## config.mk

```make
export PLATFORM = sky130hd
export DESIGN_NAME = status_value_reader
export DESIGN_NICKNAME = d
export VERILOG_FILES = /design/src/rtl/status_value_pkg.sv /design/src/rtl/status_value_skid.sv /design/src/rtl/status_value_reader.sv
export SDC_FILE = /design/constraint.sdc
export NUM_CORES = 1
export LEC_CHECK = 0
export ABC_AREA = 1
export ABC_CLOCK_PERIOD_IN_PS = 1700
export CORE_MARGIN = 2
export CORE_UTILIZATION = 55
export CTS_BUF_LIST = sky130_fd_sc_hd__clkbuf_8
export CTS_CLUSTER_DIAMETER = 200
export DETAILED_ROUTE_END_ITERATION = 16
export DONT_BUFFER_PORTS = 1
export PLACE_DENSITY = 0.7
export SYNTH_ARGS = -nofsm -noshare
export SYNTH_HDL_FRONTEND = slang
export SYNTH_SLANG_ARGS = --single-unit
```

## constraint.sdc

```tcl
create_clock -name clk_i -period 1.7 [get_ports clk_i]
set_input_delay 0.255 -clock clk_i [delete_from_list [all_inputs] [get_ports clk_i]]
set_output_delay 0.255 -clock clk_i [all_outputs]
set_load 0.1 [all_outputs]
```

## src/rtl/status_value_pkg.sv

```systemverilog
// Shared types for the status value reader: FSM state encoding and default data width.
package status_value_pkg;

  localparam int SVR_WIDTH = 8;

  typedef enum logic [1:0] {
    SVR_EMPTY = 2'd0,
    SVR_ONE   = 2'd1,
    SVR_TWO   = 2'd2,
    SVR_FLUSH = 2'd3
  } svr_state_e;

endpackage

```

## src/rtl/status_value_skid.sv

```systemverilog
// Output register plus one skid register; the output register always holds the older entry.
module status_value_skid #(
  parameter int WIDTH = 8
) (
  input  logic             clk_i,
  input  logic             rsn_i,
  input  logic             load_i,
  input  logic             pop_i,
  input  logic             clear_i,
  input  logic [WIDTH-1:0] data_i,
  output logic [WIDTH-1:0] out_value_o,
  output logic             out_valid_o
);

  logic [WIDTH-1:0] out_value_q;
  logic             out_valid_q;
  logic [WIDTH-1:0] skid_value_q;
  logic             skid_valid_q;

  always_ff @(posedge clk_i) begin
    if (!rsn_i) begin
      out_value_q  <= '0;
      out_valid_q  <= 1'b0;
      skid_value_q <= '0;
      skid_valid_q <= 1'b0;
    end else if (clear_i) begin
      out_valid_q  <= 1'b0;
      skid_valid_q <= 1'b0;
    end else if (!out_valid_q || pop_i) begin
      // Output slot frees up: the skid entry is older than anything arriving now.
      if (skid_valid_q) begin
        out_value_q  <= skid_value_q;
        out_valid_q  <= 1'b1;
        skid_valid_q <= load_i;
        if (load_i) skid_value_q <= data_i;
      end else begin
        out_valid_q <= load_i;
        if (load_i) out_value_q <= data_i;
      end
    end else if (load_i) begin
      skid_value_q <= data_i;
      skid_valid_q <= 1'b1;
    end
  end

  assign out_value_o = out_value_q;
  assign out_valid_o = out_valid_q;

endmodule

```

## src/rtl/status_value_reader.sv

```systemverilog
// Drains the status value vector into a valid/ready sink via a 2-entry skid buffer, with flush.
// Optional delivered-entry counter enabled by defining STATUS_READER_COUNT_EN.
module status_value_reader
  import status_value_pkg::*;
#(
  parameter int WIDTH   = SVR_WIDTH,
  parameter int COUNT_W = 16
) (
  input  logic               clk_i,
  input  logic               rsn_i,
  input  logic [WIDTH-1:0]   vec_value_i,
  input  logic               vec_valid_i,
  input  logic               vec_full_i,
  output logic               vec_pull_o,
  output logic [WIDTH-1:0]   out_value_o,
  output logic               out_valid_o,
  input  logic               out_ready_i,
  input  logic               flush_i,
  output logic               flush_done_o,
  output logic               stall_o,
  output logic [COUNT_W-1:0] count_o
);

  svr_state_e state_q;
  logic       flush_done_q;
  logic       flushing;
  logic       space;
  logic       pop;
  logic       pull;

  assign flushing = (state_q == SVR_FLUSH);
  assign space    = (state_q == SVR_EMPTY) || (state_q == SVR_ONE);
  // A flush request wins over a simultaneous handshake: nothing is delivered that cycle.
  assign pop      = out_valid_o & out_ready_i & ~flush_i;
  assign pull     = rsn_i & vec_valid_i & (space | flushing) & ~flush_i;

  assign vec_pull_o   = pull;
  assign stall_o      = vec_full_i & (state_q == SVR_TWO);
  assign flush_done_o = flush_done_q;

  status_value_skid #(
    .WIDTH (WIDTH)
  ) u_skid (
    .clk_i       (clk_i),
    .rsn_i       (rsn_i),
    .load_i      (pull & ~flushing),
    .pop_i       (pop),
    .clear_i     (flush_i),
    .data_i      (vec_value_i),
    .out_value_o (out_value_o),
    .out_valid_o (out_valid_o)
  );

  always_ff @(posedge clk_i) begin
    if (!rsn_i) begin
      state_q      <= SVR_EMPTY;
      flush_done_q <= 1'b0;
    end else begin
      flush_done_q <= 1'b0;
      case (state_q)
        SVR_EMPTY: begin
          if (flush_i)   state_q <= SVR_FLUSH;
          else if (pull) state_q <= SVR_ONE;
        end
        SVR_ONE: begin
          if (flush_i)           state_q <= SVR_FLUSH;
          else if (pull && !pop) state_q <= SVR_TWO;
          else if (!pull && pop) state_q <= SVR_EMPTY;
        end
        SVR_TWO: begin
          if (flush_i)  state_q <= SVR_FLUSH;
          else if (pop) state_q <= SVR_ONE;
        end
        SVR_FLUSH: begin
          // Pulled values are simply dropped; the flush ends once the vector runs dry.
          if (!vec_valid_i) begin
            state_q      <= SVR_EMPTY;
            flush_done_q <= 1'b1;
          end
        end
        default: state_q <= SVR_EMPTY;
      endcase
    end
  end

`ifdef STATUS_READER_COUNT_EN
  logic [COUNT_W-1:0] count_q;
  logic [COUNT_W-1:0] count_d;

  always_comb begin
    count_d = count_q;
    if (pop) count_d = count_q + COUNT_W'(1);
  end

  always_ff @(posedge clk_i) begin
    if (!rsn_i) count_q <= '0;
    else        count_q <= count_d;
  end

  assign count_o = count_q;
`else
  assign count_o = '0;
`endif

endmodule

```

==> results of run 1 <==
per-layer routing:
metal  part of all wire  GRT usage  routed length, um
met3              0.065     0.0400                152
met2               0.45      0.296               1040
met5                  0          0                  0
met1               0.47      0.268               1100
met4              0.019     0.0897                 44
cell usage after synthesis:
cell	count
sky130_fd_sc_hd__clkbuf_1	3
sky130_fd_sc_hd__nand2_1	37
sky130_fd_sc_hd__inv_2	2
sky130_fd_sc_hd__nand3_4	1
sky130_fd_sc_hd__dfxtp_1	21
sky130_fd_sc_hd__inv_1	14
sky130_fd_sc_hd__a21oi_1	17
sky130_fd_sc_hd__ha_1	1
sky130_fd_sc_hd__buf_6	1
sky130_fd_sc_hd__buf_8	1
sky130_fd_sc_hd__nor2_1	22
sky130_fd_sc_hd__a21boi_4	1
sky130_fd_sc_hd__nand2_2	1
sky130_fd_sc_hd__buf_4	17
sky130_fd_sc_hd__nor2_2	20
sky130_fd_sc_hd__conb_1	1
sky130_fd_sc_hd__nor3b_1	1
sky130_fd_sc_hd__nand4_1	2
sky130_fd_sc_hd__nand3_1	16
sky130_fd_sc_hd__buf_2	2
sky130_fd_sc_hd__o21ai_0	1
sky130_fd_sc_hd__nor2_8	1
sky130_fd_sc_hd__nor3_1	2
sky130_fd_sc_hd__nand2_4	1
worst max path at each step:
stage,from,end,cells past startpoint
2_1_floorplan,state_q[0],state_q[0],11
3_3_place_gp,rsn_i,state_q[1],9
3_5_place_dp,rsn_i,state_q[1],9
4_1_cts,state_q[0],vec_pull_o,5
5_1_grt,state_q[1],state_q[1],8
6_report,state_q[1],vec_pull_o,4
sequential cells by signal, indices dropped and copies added, names as in the netlist:
name                 flops
flush_done_o             1
state_q                  2
u_skid.out_valid_o       1
u_skid.out_value_o       8
u_skid.skid_valid_q      1
u_skid.skid_value_q      8
power breakdown:
group	internal, W	switching, W
Combinational	0.0000797	0.000357
Clock	0.000163	0.000164
Sequential	0.000510	0.0000160
critical path: stages, from the launching register on:
cell and delay (ns):
sky130_fd_sc_hd__dfxtp_1 0.44, sky130_fd_sc_hd__nand2_4 0.10, sky130_fd_sc_hd__nand2_4 0.07, sky130_fd_sc_hd__clkinvlp_4 0.10
sky130_fd_sc_hd__buf_4 0.24
logic make-up (layout without fill, tap and decap cells):
logic type	Yosys count	in the layout	share of synthesized area
flip-flops	21	21	0.325
buffers and inverters	40	35	0.182
other	1	16	0.00290
AO/OA/AOI/OAI	19	19	0.0842
adder cells (fa/ha/maj)	1	1	0.00968
AND/OR/NAND/NOR	104	104	0.396
through the flow:
stage | TNS (ns) | cell area, sq um
5_1_grt | 0 | 1420
4_1_cts | 0 | 1420
6_report | 0 | 1420
3_5_place_dp | 0 | 1370
2_1_floorplan | -0.392 | 1400
3_3_place_gp | 0 | 1370
final cells by class:
cell class | instances | area share
Timing Repair Buffer | 15 | 0.0796
Clock inverter | 1 | 0.00354
Tap cell | 28 | 0.0248
Sequential cell | 21 | 0.298
Clock buffer | 3 | 0.0292
Inverter | 16 | 0.0469
Multi-Input combinational cell | 140 | 0.518
==> load_flow_metrics.sql, run 1 <==
INSERT INTO impl_metrics (metric_group, metric, value, unit) VALUES
('outcome', 'run_status', 'complete, no violations', ''),
('yosys', 'netlist.area_leader.share', '0.325', ''),
('clocking', 'clk_pin_slew', '0.08', 'ns'),
('cells_and_area', 'commonest_non_fill_non_tap_cells_in_the_layout', 'sky130_fd_sc_hd__nand2_1, sky130_fd_sc_hd__nor2_2, sky130_fd_sc_hd__nor2_1', ''),
('cells_and_area', 'fillerInstances', '215', ''),
('yosys', 'yosys_register_bits', '21', ''),
('critical_path', 'required', '1.44', 'ns'),
('cells_and_area', 'multi_input_comb_area', '733', 'sq um'),
('pwr', 'p_leak', '0.670', 'nW'),
('placement', 'gp_congestion', '0.788', ''),
('detailed_routing', 'first_iter_violations', '19', ''),
('detailed_routing', 'vias_per_cell', '4.84', ''),
('detailed_routing', 'drc_errors', '0', ''),
('timing', 'final_setup_violating_endpoints', '0', ''),
('timing', 'fin_crit', '1.48', 'ns'),
('floorplanning', 'core.rowCount', '17', ''),
('cells_and_area', 'final_cells', '224', ''),
('yosys', 'syn-mean-instance-area', '6.95', 'sq um'),
('critical_path', 'timing.critical_path.arrival', '1.22', 'ns'),
('global_route', 'grt_antenna_before_repair', '0', ''),
('clocking', 'clock_insertion_delay_worst_skew', '0.26', 'ns'),
('pwr', 'vdd_ir_drop_max', '571', 'uV'),
('cells_and_area', 'area_growth', '9.49', '%'),
('clocking', 'tritoncts', 'done', ''),
('clocking', 'root_buffer', 'sky130_fd_sc_hd__clkbuf_8', ''),
('placement', 'detailedPlace.worstSlack', '0.259', 'ns'),
('critical_path', 'reg2reg_to', 'state_q[1]', ''),
('yosys', 'cells_after_synthesis', '186', ''),
('yosys', 'ys_warn_count', '0', ''),
('timing', 'fmaxAchievable', '678', 'MHz'),
('clocking', 'numClockSinks', '21', ''),
('floorplanning', 'floorplan.die_area', '0.00275', 'sq mm'),
('cells_and_area', 'final_layout_size_suffix_gt1_frac', '0.276', ''),
('critical_path', 'cp-end-kind', 'output port', ''),
('global_route', 'grt_remaining_overflow', '0', ''),
('yosys', 'netlist_top_cells_area', 'sky130_fd_sc_hd__dfxtp_1, sky130_fd_sc_hd__nand2_1, sky130_fd_sc_hd__buf_4, sky130_fd_sc_hd__nor2_2, sky130_fd_sc_hd__a21oi_1', ''),
('pwr', 'p_total', '0.00129', 'W'),
('cells_and_area', 'postLayoutCoreUtil', '0.640', ''),
('job', 'number_of_maximum_capacitance_constraint_violations', '0', ''),
('worst_hold_path', 'hold_start', 'vec_valid_i', ''),
('placement', 'numPlacedInstances', '220', ''),
('clocking', 'cts_hold_buffers', '0', ''),
('clocking', 'cts_inserted_buffers', '3', ''),
('timing', 'fin_skew', '0.00332', 'ns'),
('critical_path', 'crit_path_start_kind', 'register', ''),
('clocking', 'cts_setup_buffers', '0', ''),
('timing', 'setup_ws', '0.224', 'ns'),
('critical_path', 'r2r.worst_path.cells', '8', ''),
('floorplanning', 'floorplan.initialDensity', '0.584', ''),
('clocking', 'cts_htree_levels', '1', ''),
('timing', 'hold_viol_final', '0', ''),
('critical_path', 'timing.critical_path.fanout_max', '5', ''),
('detailed_routing', 'vias', '1085', ''),
('timing', 'whs', '0.0616', 'ns'),
('worst_hold_path', 'worst_hold_path_type', 'in2reg', ''),
('detailed_routing', 'route.detailed.wl_per_inst', '10.4', 'um'),
('cells_and_area', 'num_antenna_cells', '0', ''),
('worst_hold_path', 'worst_hold_path.num_cells', '1', ''),
('placement', 'place_hpwl', '1750', 'um'),
('timing', 'timing.final.crit_share', '0.868', ''),
('cells_and_area', 'final_nets', '212', ''),
('worst_hold_path', 'whs_endpoint', 'flush_done_o', ''),
('yosys', 'netlist_area', '0.00129', 'sq mm'),
('timing', 'final_number_of_max_transition_violations', '0', ''),
('timing', 'unrepaired_setup_endpoints_after_global_routing', 'no', ''),
('floorplanning', 'die_width', '52.5', 'um'),
('critical_path', 'timing.setup.critical_path_class', 'reg2out', ''),
('cells_and_area', 'mostFrequentLayoutCell', 'sky130_fd_sc_hd__nand2_1', ''),
('clocking', 'cts_resized', '0', ''),
('floorplanning', 'io-pin-count', '42', ''),
('cells_and_area', 'regArea', '422', 'sq um');
Note: power is estimated with default switching activity, not from simulation.
==> run 2: changes to the inputs <==
--- a/config.mk
+++ b/config.mk
@@ -7,13 +7,12 @@
 export LEC_CHECK = 0
 export ABC_AREA = 1
 export ABC_CLOCK_PERIOD_IN_PS = 1700
-export CORE_MARGIN = 2
-export CORE_UTILIZATION = 55
+export CAP_MARGIN = 20
+export CORE_UTILIZATION = 45
 export CTS_BUF_LIST = sky130_fd_sc_hd__clkbuf_8
 export CTS_CLUSTER_DIAMETER = 200
 export DETAILED_ROUTE_END_ITERATION = 16
 export DONT_BUFFER_PORTS = 1
-export PLACE_DENSITY = 0.7
 export SYNTH_ARGS = -nofsm -noshare
 export SYNTH_HDL_FRONTEND = slang
 export SYNTH_SLANG_ARGS = --single-unit
==> load_flow_metrics.sql, run 2 (synthesized netlist as in run 1, its figures left out) <==
INSERT INTO impl_metrics (metric_group, metric, value, unit) VALUES
('outcome', 'run_status', 'complete, no violations', ''),
('clocking', 'cts.path.max_buffers', '2', ''),
('clocking', 'cts_htree_levels', '1', ''),
('global_route', 'first_pass_grt_wire_length', '3990', 'um'),
('global_route', 'grt_pass1_vias', '902', ''),
('global_route', 'grt_antenna_before_repair', '0', ''),
('cells_and_area', 'commonest_non_fill_non_tap_cells_in_the_layout', 'sky130_fd_sc_hd__nand2_1, sky130_fd_sc_hd__nor2_2, sky130_fd_sc_hd__nor2_1', ''),
('global_route', 'grt_start_max_net_pins', '22', ''),
('critical_path', 'cp-end-kind', 'output port', ''),
('clocking', 'numClockSinks', '21', ''),
('timing', 'setup_ws', '0.227', 'ns'),
('timing', 'timing.final.crit_share', '0.867', ''),
('clocking', 'clock_insertion_delay_worst_skew', '0.26', 'ns'),
('placement', 'gp_congestion', '0.813', ''),
('critical_path', 'required', '1.44', 'ns'),
('cells_and_area', 'mostFrequentLayoutCell', 'sky130_fd_sc_hd__nand2_1', ''),
('floorplanning', 'die_width', '55.6', 'um'),
('pwr', 'vdd_ir_drop_max', '697', 'uV'),
('clocking', 'cts_resized', '0', ''),
('pwr', 'p_total', '0.00128', 'W'),
('global_route', 'total_routing_usage_gr', '0.162', ''),
('critical_path', 'timing.setup.critical_path_class', 'reg2out', ''),
('placement', 'dpl_cell_area', '0.00137', 'sq mm'),
('critical_path', 'worstPathCellList', 'inv_4 > nand2_4 > nand2_4 > clkinvlp_4 > buf_4', ''),
('cells_and_area', 'final_layout_size_suffix_gt1_frac', '0.270', ''),
('placement', 'detailedPlace.worstSlack', '0.275', 'ns'),
('critical_path', 'delay_of_the_slowest_cell_on_the_worst_path', '0.38', 'ns'),
('placement', 'portBuffers', '0', ''),
('worst_hold_path', 'worst_hold_path_type', 'in2reg', ''),
('timing', 'totalNegativeSetupSlack', '0', 'ns'),
('job', 'number_of_maximum_capacitance_constraint_violations', '0', ''),
('detailed_routing', 'route.detailed.wl_per_inst', '10.5', 'um'),
('detailed_routing', 'routed_wirelength', '2390', 'um'),
('detailed_routing', 'first_pass_iters', '4', ''),
('timing', 'fin_crit', '1.47', 'ns'),
('floorplanning', 'core.rowCount', '19', ''),
('cells_and_area', 'area_growth', '9.68', '%'),
('pwr', 'p_leak', '0.672', 'nW'),
('timing', 'final_setup_violating_endpoints', '0', ''),
('timing', 'hold_viol_final', '0', ''),
('placement', 'place_hpwl', '1810', 'um'),
('detailed_routing', 'vias', '1090', ''),
('timing', 'fin_skew', '0.00431', 'ns'),
('critical_path', 'crit_path_start_kind', 'register', ''),
('floorplanning', 'floorplan.initialDensity', '0.473', ''),
('cells_and_area', 'stdcell_area', '0.00142', 'sq mm'),
('critical_path', 'slowest_stage', 'sky130_fd_sc_hd__dfxtp_1', ''),
('timing', 'final_number_of_max_transition_violations', '0', ''),
('floorplanning', 'floorplan.die_area', '0.00309', 'sq mm'),
('pwr', 'power_density', '901', 'mW/mm^2'),
('cells_and_area', 'final_nets', '212', ''),
('global_route', 'grt_remaining_overflow', '0', ''),
('clocking', 'cts_inserted_buffers', '3', ''),
('detailed_routing', 'first_iter_violations', '35', ''),
('detailed_routing', 'vias_per_cell', '4.80', ''),
('critical_path', 'timing.critical_path.fanout_max', '4', ''),
('floorplanning', 'io-pin-count', '42', ''),
('detailed_routing', 'drc_errors', '0', ''),
('critical_path', 'timing.critical_path.arrival', '1.22', 'ns'),
('timing', 'unrepaired_setup_endpoints_after_global_routing', 'no', ''),
('clocking', 'cts_setup_buffers', '0', ''),
('cells_and_area', 'postLayoutCoreUtil', '0.519', ''),
('clocking', 'cts_hold_buffers', '0', ''),
('critical_path', 'critical-path-top-cell-by-count', 'sky130_fd_sc_hd__nand2_4', ''),
('floorplanning', 'core_area', '0.00273', 'sq mm'),
('clocking', 'tritoncts', 'done', ''),
('cells_and_area', 'num_antenna_cells', '0', ''),
('floorplanning', 'die_h', '55.6', 'um'),
('timing', 'fmaxAchievable', '679', 'MHz'),
('detailed_routing', 'route.antenna.remaining_nets', '0', ''),
('clocking', 'clk_pin_slew', '0.07', 'ns'),
('clocking', 'root_buffer', 'sky130_fd_sc_hd__clkbuf_8', '');
run 2: cell types whose count changed in the layout (fill, tap and decap cells not counted):
cell / before / now
sky130_fd_sc_hd__clkinv_2: 1 / 0
sky130_fd_sc_hd__inv_1: 13 / 14
run 2: worst max-delay path, delay by kind of cell, from the launching register on:
kind                   cells  cell delay, ns
flip-flops                 1            0.38
buffers and inverters      3            0.43
AND/OR/NAND/NOR            2            0.14
run 2: worst paths after layout:
kind / startpoint / end / slack [ns] / cells after the start
setup / recovery: state_q[0] / vec_pull_o / 0.23 / 5
hold reg to reg: u_skid.out_value_o[0] / u_skid.out_value_o[0] / 0.49 / 2
hold / removal: vec_valid_i / flush_done_o / 0.07 / 1
setup reg to reg: state_q[1] / state_q[0] / 0.26 / 9
run 2: layer usage:
layer	GRT usage	wire length, um	up-vias
met4	0.0321	13	0
met1	0.216	1090	484
met3	0.0558	173	2
met5	0	0	-
li1	-	-	567
met2	0.255	1120	37
run 2: power by group:
part / internal, W / leakage, nW / switching [W]
registers: 0.000510 / 0.171 / 0.0000161
logic: 0.0000798 / 0.474 / 0.000357
clock network: 0.000161 / 0.0269 / 0.000154
total: 0.000750 / 0.672 / 0.000528
run 2: metrics by stage:
step | std cells | hold slack, ns
floorplan | 201 | 0.331
global placement | 223 | 0.344
detailed placement | 223 | 0.337
CTS | 227 | 0.0578
global route | 227 | 0.0550
finish | 227 | 0.0660
run 2: cell type report:
class | instances | area [sq um]
Fill cell | 281 | 1320
Multi-Input combinational cell | 140 | 733
Sequential cell | 21 | 422
Timing Repair Buffer | 15 | 113
Inverter | 16 | 66.3
Clock buffer | 3 | 41.3
Tap cell | 31 | 38.8
Clock inverter | 1 | 3.75
==> run 3: changes to the inputs <==
--- a/config.mk
+++ b/config.mk
@@ -15,4 +15,5 @@
 export DONT_BUFFER_PORTS = 1
 export SYNTH_ARGS = -nofsm -noshare
 export SYNTH_HDL_FRONTEND = slang
+export SYNTH_HIERARCHICAL = 1
 export SYNTH_SLANG_ARGS = --single-unit
==> load_flow_metrics.sql, run 3 <==
INSERT INTO impl_metrics (metric_group, metric, value, unit) VALUES
('clocking', 'tritoncts', 'done', ''),
('critical_path', 'timing.critical_path.depth', '2', ''),
('job', 'number_of_maximum_capacitance_constraint_violations', '0', ''),
('cells_and_area', 'num_antenna_cells', '0', ''),
('yosys', 'yosysMostFrequentCell', 'sky130_fd_sc_hd__nand2_1', ''),
('critical_path', 'critical_path.reg2reg.startpoint', 'state_q[1]', ''),
('timing', 'final_number_of_max_transition_violations', '0', ''),
('outcome', 'run_status', 'complete, no violations', ''),
('critical_path', 'critPathBufInv', '1', ''),
('floorplanning', 'core_area', '0.00273', 'sq mm'),
('clocking', 'root_buffer', 'sky130_fd_sc_hd__clkbuf_8', ''),
('critical_path', 'crit_path_start_kind', 'register', ''),
('yosys', 'netlist_area', '0.00129', 'sq mm'),
('yosys', 'yosys.area_share.simple', '0.347', ''),
('floorplanning', 'core.rowCount', '19', ''),
('timing', 'fin_crit', '1.50', 'ns'),
('critical_path', 'critPathLaunch', 'state_q[0]', ''),
('pwr', 'p_leak', '0.678', 'nW'),
('worst_hold_path', 'worst_hold_path_type', 'in2reg', ''),
('yosys', 'complex_gate_fraction_of_the_synthesized_area', '0.0884', ''),
('yosys', 'yosys-mux-area-fraction', '0', ''),
('pwr', 'power_density', '932', 'mW/mm^2'),
('detailed_routing', 'first_pass_iters', '4', ''),
('cells_and_area', 'area_growth', '5.44', '%'),
('pwr', 'seq_power_share', '0.424', ''),
('floorplanning', 'io-pin-count', '42', ''),
('detailed_routing', 'route.antenna.remaining_nets', '0', ''),
('clocking', 'cts_hold_buffers', '0', ''),
('pwr', 'netSwitchingFraction', '0.413', ''),
('yosys', 'yosys_register_bits', '21', ''),
('clocking', 'clock_insertion_delay_worst_skew', '0.26', 'ns'),
('yosys', 'edff_count_synth', '0', ''),
('critical_path', 'cp-end-kind', 'output port', ''),
('floorplanning', 'die_h', '55.5', 'um'),
('critical_path', 'timing.critical_path.arrival', '1.25', 'ns'),
('clocking', 'cts_resized', '0', ''),
('yosys', 'netlist_top_cells_area', 'sky130_fd_sc_hd__dfxtp_1, sky130_fd_sc_hd__nand2_1, sky130_fd_sc_hd__buf_4, sky130_fd_sc_hd__nor2_1, sky130_fd_sc_hd__inv_1', ''),
('detailed_routing', 'first_iter_violations', '38', ''),
('timing', 'final_setup_violating_endpoints', '0', ''),
('placement', 'gp_congestion', '0.850', ''),
('global_route', 'grt_start_max_net_pins', '21', ''),
('yosys', 'synthXorXnorAreaFrac', '0', ''),
('cells_and_area', 'commonest_non_fill_non_tap_cells_in_the_layout', 'sky130_fd_sc_hd__nand2_1, sky130_fd_sc_hd__nor2_1, sky130_fd_sc_hd__inv_1', ''),
('pwr', 'comb_power_share', '0.320', ''),
('pwr', 'clkPwrFrac', '0.257', ''),
('clocking', 'clk_pin_slew', '0.07', 'ns'),
('yosys', 'synthArstFlopShare', '0', ''),
('yosys', 'postSynth.topFlopCell', 'sky130_fd_sc_hd__dfxtp_1', ''),
('critical_path', 'r2r_slack', '0.26', 'ns'),
('clocking', 'cts_setup_buffers', '0', ''),
('yosys', 'combinational_family_with_the_most_area_after_synthesis', 'simple AND/OR/NAND/NOR gates', ''),
('cells_and_area', 'stdcell_area', '0.00136', 'sq mm'),
('floorplanning', 'floorplan.initialDensity', '0.471', ''),
('cells_and_area', 'final_layout_size_suffix_gt1_frac', '0.176', ''),
('placement', 'portBuffers', '0', ''),
('cells_and_area', 'mostFrequentLayoutCell', 'sky130_fd_sc_hd__nand2_1', ''),
('critical_path', 'timing.setup.critical_path_class', 'reg2out', ''),
('clocking', 'cts_inserted_buffers', '3', ''),
('yosys', 'most_area_hungry_cell_type_in_the_yosys_netlist', 'sky130_fd_sc_hd__dfxtp_1', ''),
('yosys', 'synth_cell_types', '24', ''),
('clocking', 'cts.path.max_buffers', '2', ''),
('global_route', 'total_routing_usage_gr', '0.155', ''),
('critical_path', 'r2r.worst_path.cells', '9', ''),
('cells_and_area', 'postLayoutCoreUtil', '0.497', ''),
('critical_path', 'critical_path.endpoint', 'stall_o', ''),
('critical_path', 'worstPathCellList', 'inv_1 > and3_2', ''),
('pwr', 'p_total', '0.00127', 'W'),
('timing', 'whs', '0.0714', 'ns'),
('global_route', 'grt_pass1_vias', '920', ''),
('detailed_routing', 'vias', '1111', ''),
('placement', 'dpl_cell_area', '0.00131', 'sq mm'),
('critical_path', 'reg2reg_to', 'state_q[1]', ''),
('timing', 'totalNegativeSetupSlack', '0', 'ns'),
('global_route', 'grt_remaining_overflow', '0', ''),
('yosys', 'syn-mean-instance-area', '6.57', 'sq um'),
('timing', 'fmaxAchievable', '665', 'MHz'),
('critical_path', 'delay_of_the_slowest_cell_on_the_worst_path', '0.51', 'ns'),
('critical_path', 'critPathTopFamily', 'simple AND/OR/NAND/NOR gates', ''),
('detailed_routing', 'route.detailed.wl_per_inst', '9.89', 'um'),
('timing', 'hold_viol_final', '0', ''),
('yosys', 'netlist.area_leader.share', '0.327', ''),
('yosys', 'cells_after_synthesis', '196', ''),
('yosys', 'synth_top_cells_by_count', 'sky130_fd_sc_hd__nand2_1, sky130_fd_sc_hd__nor2_1, sky130_fd_sc_hd__inv_1', ''),
('clocking', 'numClockSinks', '21', ''),
('yosys', 'ys_warn_count', '6', ''),
('global_route', 'first_pass_grt_wire_length', '3870', 'um'),
('timing', 'timing.final.crit_share', '0.884', ''),
('cells_and_area', 'final_nets', '220', ''),
('critical_path', 'timing.critical_path.fanout_max', '8', ''),
('critical_path', 'slowest_stage', 'sky130_fd_sc_hd__and3_2', ''),
('yosys', 'yosys.area_share.adder', '0.00972', ''),
('floorplanning', 'floorplan.die_area', '0.00308', 'sq mm'),
('timing', 'unrepaired_setup_endpoints_after_global_routing', 'no', ''),
('placement', 'place_hpwl', '1720', 'um'),
('detailed_routing', 'drc_errors', '0', ''),
('floorplanning', 'die_width', '55.5', 'um'),
('pwr', 'internal_portion_of_total_power', '0.000743', 'W'),
('timing', 'fin_skew', '0.00929', 'ns'),
('pwr', 'power_switching', '0.000523', 'W'),
('detailed_routing', 'vias_per_cell', '4.73', ''),
('global_route', 'grt_antenna_before_repair', '0', ''),
('detailed_routing', 'routed_wirelength', '2320', 'um'),
('clocking', 'cts_htree_levels', '1', ''),
('yosys', 'seq_area_frac_synth', '0.327', ''),
('critical_path', 'required', '1.44', 'ns'),
('pwr', 'vdd_ir_drop_max', '625', 'uV');
==> run 3: power groups by stage <==
stage               registers [W]  logic [W]  clock network [W]
floorplan                0.000601   0.000357                  0
global placement         0.000545   0.000401                  0
detailed placement       0.000546   0.000404                  0
CTS                      0.000535   0.000404           0.000340
global route             0.000539   0.000429           0.000352
finish                   0.000536   0.000404           0.000325
==> run 3: cell families after synthesis <==
kind of cell | count (synthesis)
other | 1
and+or+nand+nor | 100
AOI/OAI and AO/OA | 22
adders and majority gates | 1
DFF | 21
buffers and inverters | 51
==> run 3: how the worst min path moves through the flow <==
stage / endpoint / start / cells past startpoint
3_3_place_gp: flush_done_o / vec_valid_i / 1
4_1_cts: flush_done_o / vec_valid_i / 1
6_report: flush_done_o / vec_valid_i / 1
2_1_floorplan: flush_done_o / vec_valid_i / 1
5_1_grt: flush_done_o / vec_valid_i / 1
3_5_place_dp: flush_done_o / vec_valid_i / 1
==> run 3: cell type report <==
| cell class | instances | area [sq um] |
|---|---|---|
| clock buffer | 3 | 41.3 |
| sequential | 21 | 424 |
| inverter | 27 | 106 |
| tap | 31 | 38.8 |
| fill | 271 | 1380 |
| multi-input combinational | 139 | 644 |
| timing repair buffer | 13 | 97.6 |
| clock inverter | 1 | 5.00 |
==> run 3: metrics by stage <==
| stage | std cells | setup WS, ns |
|---|---|---|
| after global routing | 235 | 0.126 |
| after floorplan | 211 | -0.353 |
| after detailed placement | 231 | 0.264 |
| after CTS | 235 | 0.197 |
| after global placement | 231 | 0.333 |
| final | 235 | 0.197 |
==> run 3: routing by layer <==
metal,vias up,routed length (um),global-route usage,share of wire
li1,583,-,-,-
met1,491,1140,0.208,0.49
met2,35,1070,0.243,0.46
met3,2,97,0.0328,0.042
met4,0,13,0.0643,0.0056
met5,-,0,0,0
